--- src/rtl/regfile_onehot.sv ---
// 31 x 32-bit register file with a one-hot write select, two combinational read ports,
// optional write-to-read forwarding and a sticky multi-select error flag.
module regfile_onehot #(
  parameter bit BYPASS = 1'b1
) (
  input  logic        clock,
  input  logic        ctrl_reset,
  input  logic        ctrl_writeEnable,
  input  logic [31:0] ctrl_writeSel,
  input  logic [31:0] data_writeReg,
  input  logic [4:0]  ctrl_readRegA,
  input  logic [4:0]  ctrl_readRegB,
  output logic [31:0] data_readRegA,
  output logic [31:0] data_readRegB,
  output logic        err_multiSel
);

  // Register 0 is never stored; only indices 1..31 hold state.
  logic [31:0] r_regs [1:31];
  logic        r_err_multi;

  logic [31:1] w_sel_hi;
  logic        w_multi;
  logic [31:0] w_view [32];
  logic        w_byp_a;
  logic        w_byp_b;

  assign w_sel_hi = ctrl_writeSel[31:1];
  // Clearing the lowest set bit leaves something only if two or more bits were set.
  assign w_multi  = |(w_sel_hi & (w_sel_hi - 31'd1));

  // Register array: async clear, every selected register loads the write data.
  always_ff @(posedge clock or posedge ctrl_reset) begin
    if (ctrl_reset) begin
      for (int i = 1; i < 32; i++) begin
        r_regs[i] <= '0;
      end
    end else if (ctrl_writeEnable) begin
      for (int i = 1; i < 32; i++) begin
        if (ctrl_writeSel[i]) begin
          r_regs[i] <= data_writeReg;
        end
      end
    end
  end

  // Sticky error flag, set by any qualified write touching two or more registers.
  always_ff @(posedge clock or posedge ctrl_reset) begin
    if (ctrl_reset) begin
      r_err_multi <= 1'b0;
    end else if (ctrl_writeEnable && w_multi) begin
      r_err_multi <= 1'b1;
    end
  end

  // Full 32-entry read view with a hard-wired zero at index 0; gated to zero in reset.
  always_comb begin
    w_view[0] = '0;
    for (int i = 1; i < 32; i++) begin
      w_view[i] = ctrl_reset ? 32'h0 : r_regs[i];
    end
  end

  // Forwarding qualifiers: never for address 0 and never while reset is high.
  always_comb begin
    w_byp_a = BYPASS && !ctrl_reset && ctrl_writeEnable && (ctrl_readRegA != 5'd0) &&
              ctrl_writeSel[ctrl_readRegA];
    w_byp_b = BYPASS && !ctrl_reset && ctrl_writeEnable && (ctrl_readRegB != 5'd0) &&
              ctrl_writeSel[ctrl_readRegB];
  end

  // Read port muxes.
  always_comb begin
    data_readRegA = w_byp_a ? data_writeReg : w_view[ctrl_readRegA];
    data_readRegB = w_byp_b ? data_writeReg : w_view[ctrl_readRegB];
  end

  assign err_multiSel = r_err_multi;

endmodule
--- config.mk ---
export PLATFORM = sky130hd
export DESIGN_NAME = regfile_onehot
export DESIGN_NICKNAME = d
export VERILOG_FILES = /design/src/rtl/regfile_onehot.sv
export SDC_FILE = /design/constraint.sdc
export NUM_CORES = 2
export LEC_CHECK = 0
export CORE_ASPECT_RATIO = 0.5
export CORE_MARGIN = 2
export CORE_UTILIZATION = 45
export CTS_BUF_LIST = sky130_fd_sc_hd__clkbuf_8
export DETAILED_ROUTE_END_ITERATION = 7
export HOLD_SLACK_MARGIN = 0.15
export PLACE_DENSITY = 0.7
export RECOVER_POWER = 25
export SLEW_MARGIN = 10
export SYNTH_ARGS = -nofsm -noshare
export SYNTH_HDL_FRONTEND = slang
export SYNTH_SLANG_ARGS = --single-unit
--- constraint.sdc ---
create_clock -name clock -period 102 [get_ports clock]
set_input_delay 15.3 -clock clock [delete_from_list [all_inputs] [get_ports clock]]
set_output_delay 15.3 -clock clock [all_outputs]
set_load 0.005 [all_outputs]
# Word level (Yosys, flattened, before mapping)
# Cells that the tools add are included.
# totals
regBits	993
output_inout_bits	65
# classes
mux	43
n_bitwise	3
n_lt_le_gt_ge	4
add_sub_neg	1
reduce_logical	41
# op_table
op	n
$mux W32	37
$bmux W32 S5	2
$reduce_and A2 Y1	31
$and A31 B31 Y31	1
$reduce_or A31 Y1	1
$sub A31 B1 Y31 const B	1
$ge A6 B6 Y1 const B	2
$lt A5 B6 Y1 const B	2
$not A5 Y6	2
$bmux W1 S5	2
$reduce_bool A5 Y1	2
$logic_and A1 B1 Y1	6
$mux W1	2
$logic_not A1 Y1	1

# Longest topological paths before layout
# depth
word_depth	5
depth_mapped	11

# Least setup slack after synthesis
# OpenSTA, ideal clock, no wires.
# synth_path
path_type	input to output
startpoint	in ctrl_reset
endpoint	out data_readRegA[30]
path_slack_ns	39.900
stages	7
required_time_ns	86.700
t_arrival_ns	46.800
path_cell_list	buf_2 -> inv_1 -> clkbuf_1 -> clkbuf_1 -> buf_1 -> nand4_1 -> a31oi_1
# synth_via
elab_chain_len	5
word_cells_on_any_way	39
cone_classes	mux: 35; reduce/logical: 4
# synth_lines
item	line_no	source
start: declaration	7	input logic ctrl_reset,
$mux W32 / $logic_not A1 Y1 (equally long branches)	60, 66	
$bmux W32 S5 / $logic_and A1 B1 Y1 (equally long branches)	74, 66	
$mux W32 (implied by the code) / $logic_and A1 B1 Y1 (equally long branches) (2 in series)	74, 66	
$mux W32 *	74	data_readRegA = w_byp_a ? data_writeReg : w_view[ctrl_readRegA];
end: declaration	13	output logic [31:0] data_readRegA,
# Mark *: on every way between the ends. The rest lies on a longest branch, timed or not. The select of a mux whose other input is x is not followed.

# Worst setup path in the final report
# layout_path
startpoint	in ctrl_reset
endpoint	out data_readRegA[4]
# The elaborated chain is that of the path after synthesis.

==> reports/metrics.cfg <==
[run_status]
status = complete, but fails checks
failed_checks = design-rule violations, max-capacitance violations, max-slew violations

[timing]
slew_headroom = -2.59
finClkSkew_ns = 0
final_max_slew_viol_count = 628
whs_ns = 0.521
hold_viol_final = 0
setup_viol = 0
rsz0062_at_grt = no
fin_crit_ns = 44.99
fin_tns_setup_ns = 0
worst_pin_slew_ns = 5.38
clock.fmax_mhz = 22.2
post-route-period-util = 0.441

[synthesis]
synth-edff-count = 0
seq_area_frac_synth = 0.443
synth_area_leaders = dfrtp_1 44%, mux2_2 25%, mux4_2 4.9%
synth_top_cell_area_share = 0.443
syn-cell-area_sq_um = 56000
avgSynthCellArea_sq_um = 11.7
yosysTopAreaCell = dfrtp_1
synth_nets = 4861
ys.flop_type = dfrtp_1
ys_async_sr_fraction = 1.00
synthCells = 4784
ys.warnings.count = 0
synthDistinctLibCells = 60
ys_seq_elements = 993

[critical_path]
worstPathCellList = clkbuf_1 > clkinvlp_2 > nand2_1 > buf_4 > o21ai_0 > nand3_1 > a41oi_1 > clkdlybuf4s50_1
crit_path_max_fanout = 133
worst_ep_arrival_time_ns = 29.69
r2r_end = err_multiSel
cpMaxStageDelayCell = clkinvlp_2
worstReg2RegStart = err_multiSel
r2r.worst_path.cells = 5
worst_path_largest_cell_delay_ns = 5.61
cpLargestDelayFamily = buffers and inverters
endpoint = data_readRegA[4]
cp.buffers_inverters = 4
crit_path_end_kind = output port
start_kind = input port
path_depth = 8
crit_required_ns = 86.70
regToRegSetupSlack_ns = 100.64
worstSetupStartpoint = ctrl_reset
crit_type = input port to output port

[die]
start_util = 0.454
die_h_microns = 254
fp.dieW_microns = 503
dieArea_sq_um = 128000
core_sq_um = 123000
row_count = 91
top_level_ports = 142

[hold_path]
worstHoldPathType = register to register

[pwr]
power_frac_seq = 0.459
switching_share = 0.306
combPwrFrac = 0.221
peakVddDrop_uv = 14.7
leakage_nw = 24.4
intPower_w = 0.000753
p_clk_frac = 0.319
p_sw_w = 0.000332
power.density_nw_per_um2 = 17.6

[clock_network]
post_cts_buffers = 0
cts.sinks = 993
cts_buffer_depth = 3
htree_levels = 4
clock_latency_ns = 0.86
clkTransAtPathRegs_ns = 0.06
tritoncts = yes
cts_hold_buffers = 0
cts_resized = 0
root_buffer = clkbuf_8
cts_buffers = 156

[grt]
grt_overflow = 0
grt_first_pass_wirelength_microns = 293000
grt_max_degree = 180
grt_pass1_vias = 44100
antenna_found_initial = 12
grtUsageTotal = 0.307

[route]
via_count = 44300
viasPerCell = 6.86
wl_per_cell_microns = 30.9
dr.pass1.iters = 8
ant_nets = 0
dr.first_iter.drc_count = 6169
drc_errors = 1
routed_wl_microns = 200000

[final_layout]
final_common_cell = mux2_2
area_growth_pct = 9.76
fin_util = 0.498
final_cells = 6460
layout_common_cells = 1256 x mux2_2, 993 x dfrtp_1, 295 x nand2_1
nets = 4745
drive_gt1_frac = 0.369

[placement]
gp_congestion = 0.895
hpwlAfterDp_microns = 107000
port_buffers = 141
dp_cells = 6184

[job]
cap_violations = 14

==> final cells by class <==
type,instances,area (sq um)
Fill cell,10700,61900
Multi-Input combinational cell,3260,29100
Sequential cell,993,24800
Clock buffer,207,2850
Timing Repair Buffer,252,2280
Tap cell,1674,2090
Clock inverter,63,282
Inverter,5,20.0
Antenna cell,6,15.0
==> power groups by stage <==
stage          logic [W]  registers (W)  clock network [W]
2_1_floorplan   0.000168       0.000490                  0
3_3_place_gp    0.000228       0.000496                  0
3_5_place_dp    0.000234       0.000502                  0
4_1_cts         0.000235       0.000495           0.000349
5_1_grt         0.000253       0.000504           0.000366
6_report        0.000240       0.000499           0.000347
==> worst min-delay path by stage <==
stage                startpoint          end  depth (start not counted)
CTS                 r_regs[795]  r_regs[795]                          1
floorplan           r_regs[670]  r_regs[670]                          1
global route         r_regs[42]   r_regs[42]                          1
finish              r_regs[795]  r_regs[795]                          1
global placement    r_regs[537]  r_regs[537]                          1
detailed placement  r_regs[535]  r_regs[535]                          1
==> cell families (layout without fill, tap and decap cells) <==
kind of cell             Yosys count  after routing  share of synthesized area
buffers and inverters            531            527                     0.0394
adder cells (fa/ha/maj)            3              3                   0.000536
AO/OA/AOI/OAI                   1061           1061                      0.129
multiplexers                    1586           1586                      0.339
other                              0              6                          0
AND/OR/NAND/NOR                  610            610                     0.0486
flip-flops                       993            993                      0.443
==> cell usage after synthesis, drive strengths merged, types with 4 or more instances <==
cell type / n
nand2b: 4
mux4: 123
o22ai: 10
a31oi: 24
nand3: 146
nor3: 7
a21oi: 168
or2: 5
o211ai: 205
nor2b: 8
o21ai: 213
nor2: 66
o2bb2ai: 21
a22oi: 247
a221oi: 6
mux2: 1261
nand2: 313
inv: 4
dfrtp: 993
a41oi: 30
a2bb2oi: 82
buf: 270
nand4: 33
clkbuf: 256
a22o: 19
or4: 7
mux2i: 202
a221o: 15
==> routing by layer <==
metal	GRT usage	share of wire
met5	0	0.00044
met3	0.0837	0.12
met1	0.406	0.39
met4	0.168	0.056
met2	0.459	0.44
==> flip-flops by register name (all words and copies together) (netlist names) <==
name,cells
r_regs,992
err_multiSel,1
==> metrics by stage <==
step | cell area [sq um] | setup slack, ns | power [W]
3_5_place_dp | 58500 | 66.01 | 0.000736
5_1_grt | 61500 | 55.75 | 0.00112
6_report | 61500 | 57.01 | 0.00109
3_3_place_gp | 58500 | 66.02 | 0.000724
2_1_floorplan | 56000 | 39.90 | 0.000658
4_1_cts | 61600 | 66.00 | 0.00108
(Power assumes the default switching activity.)
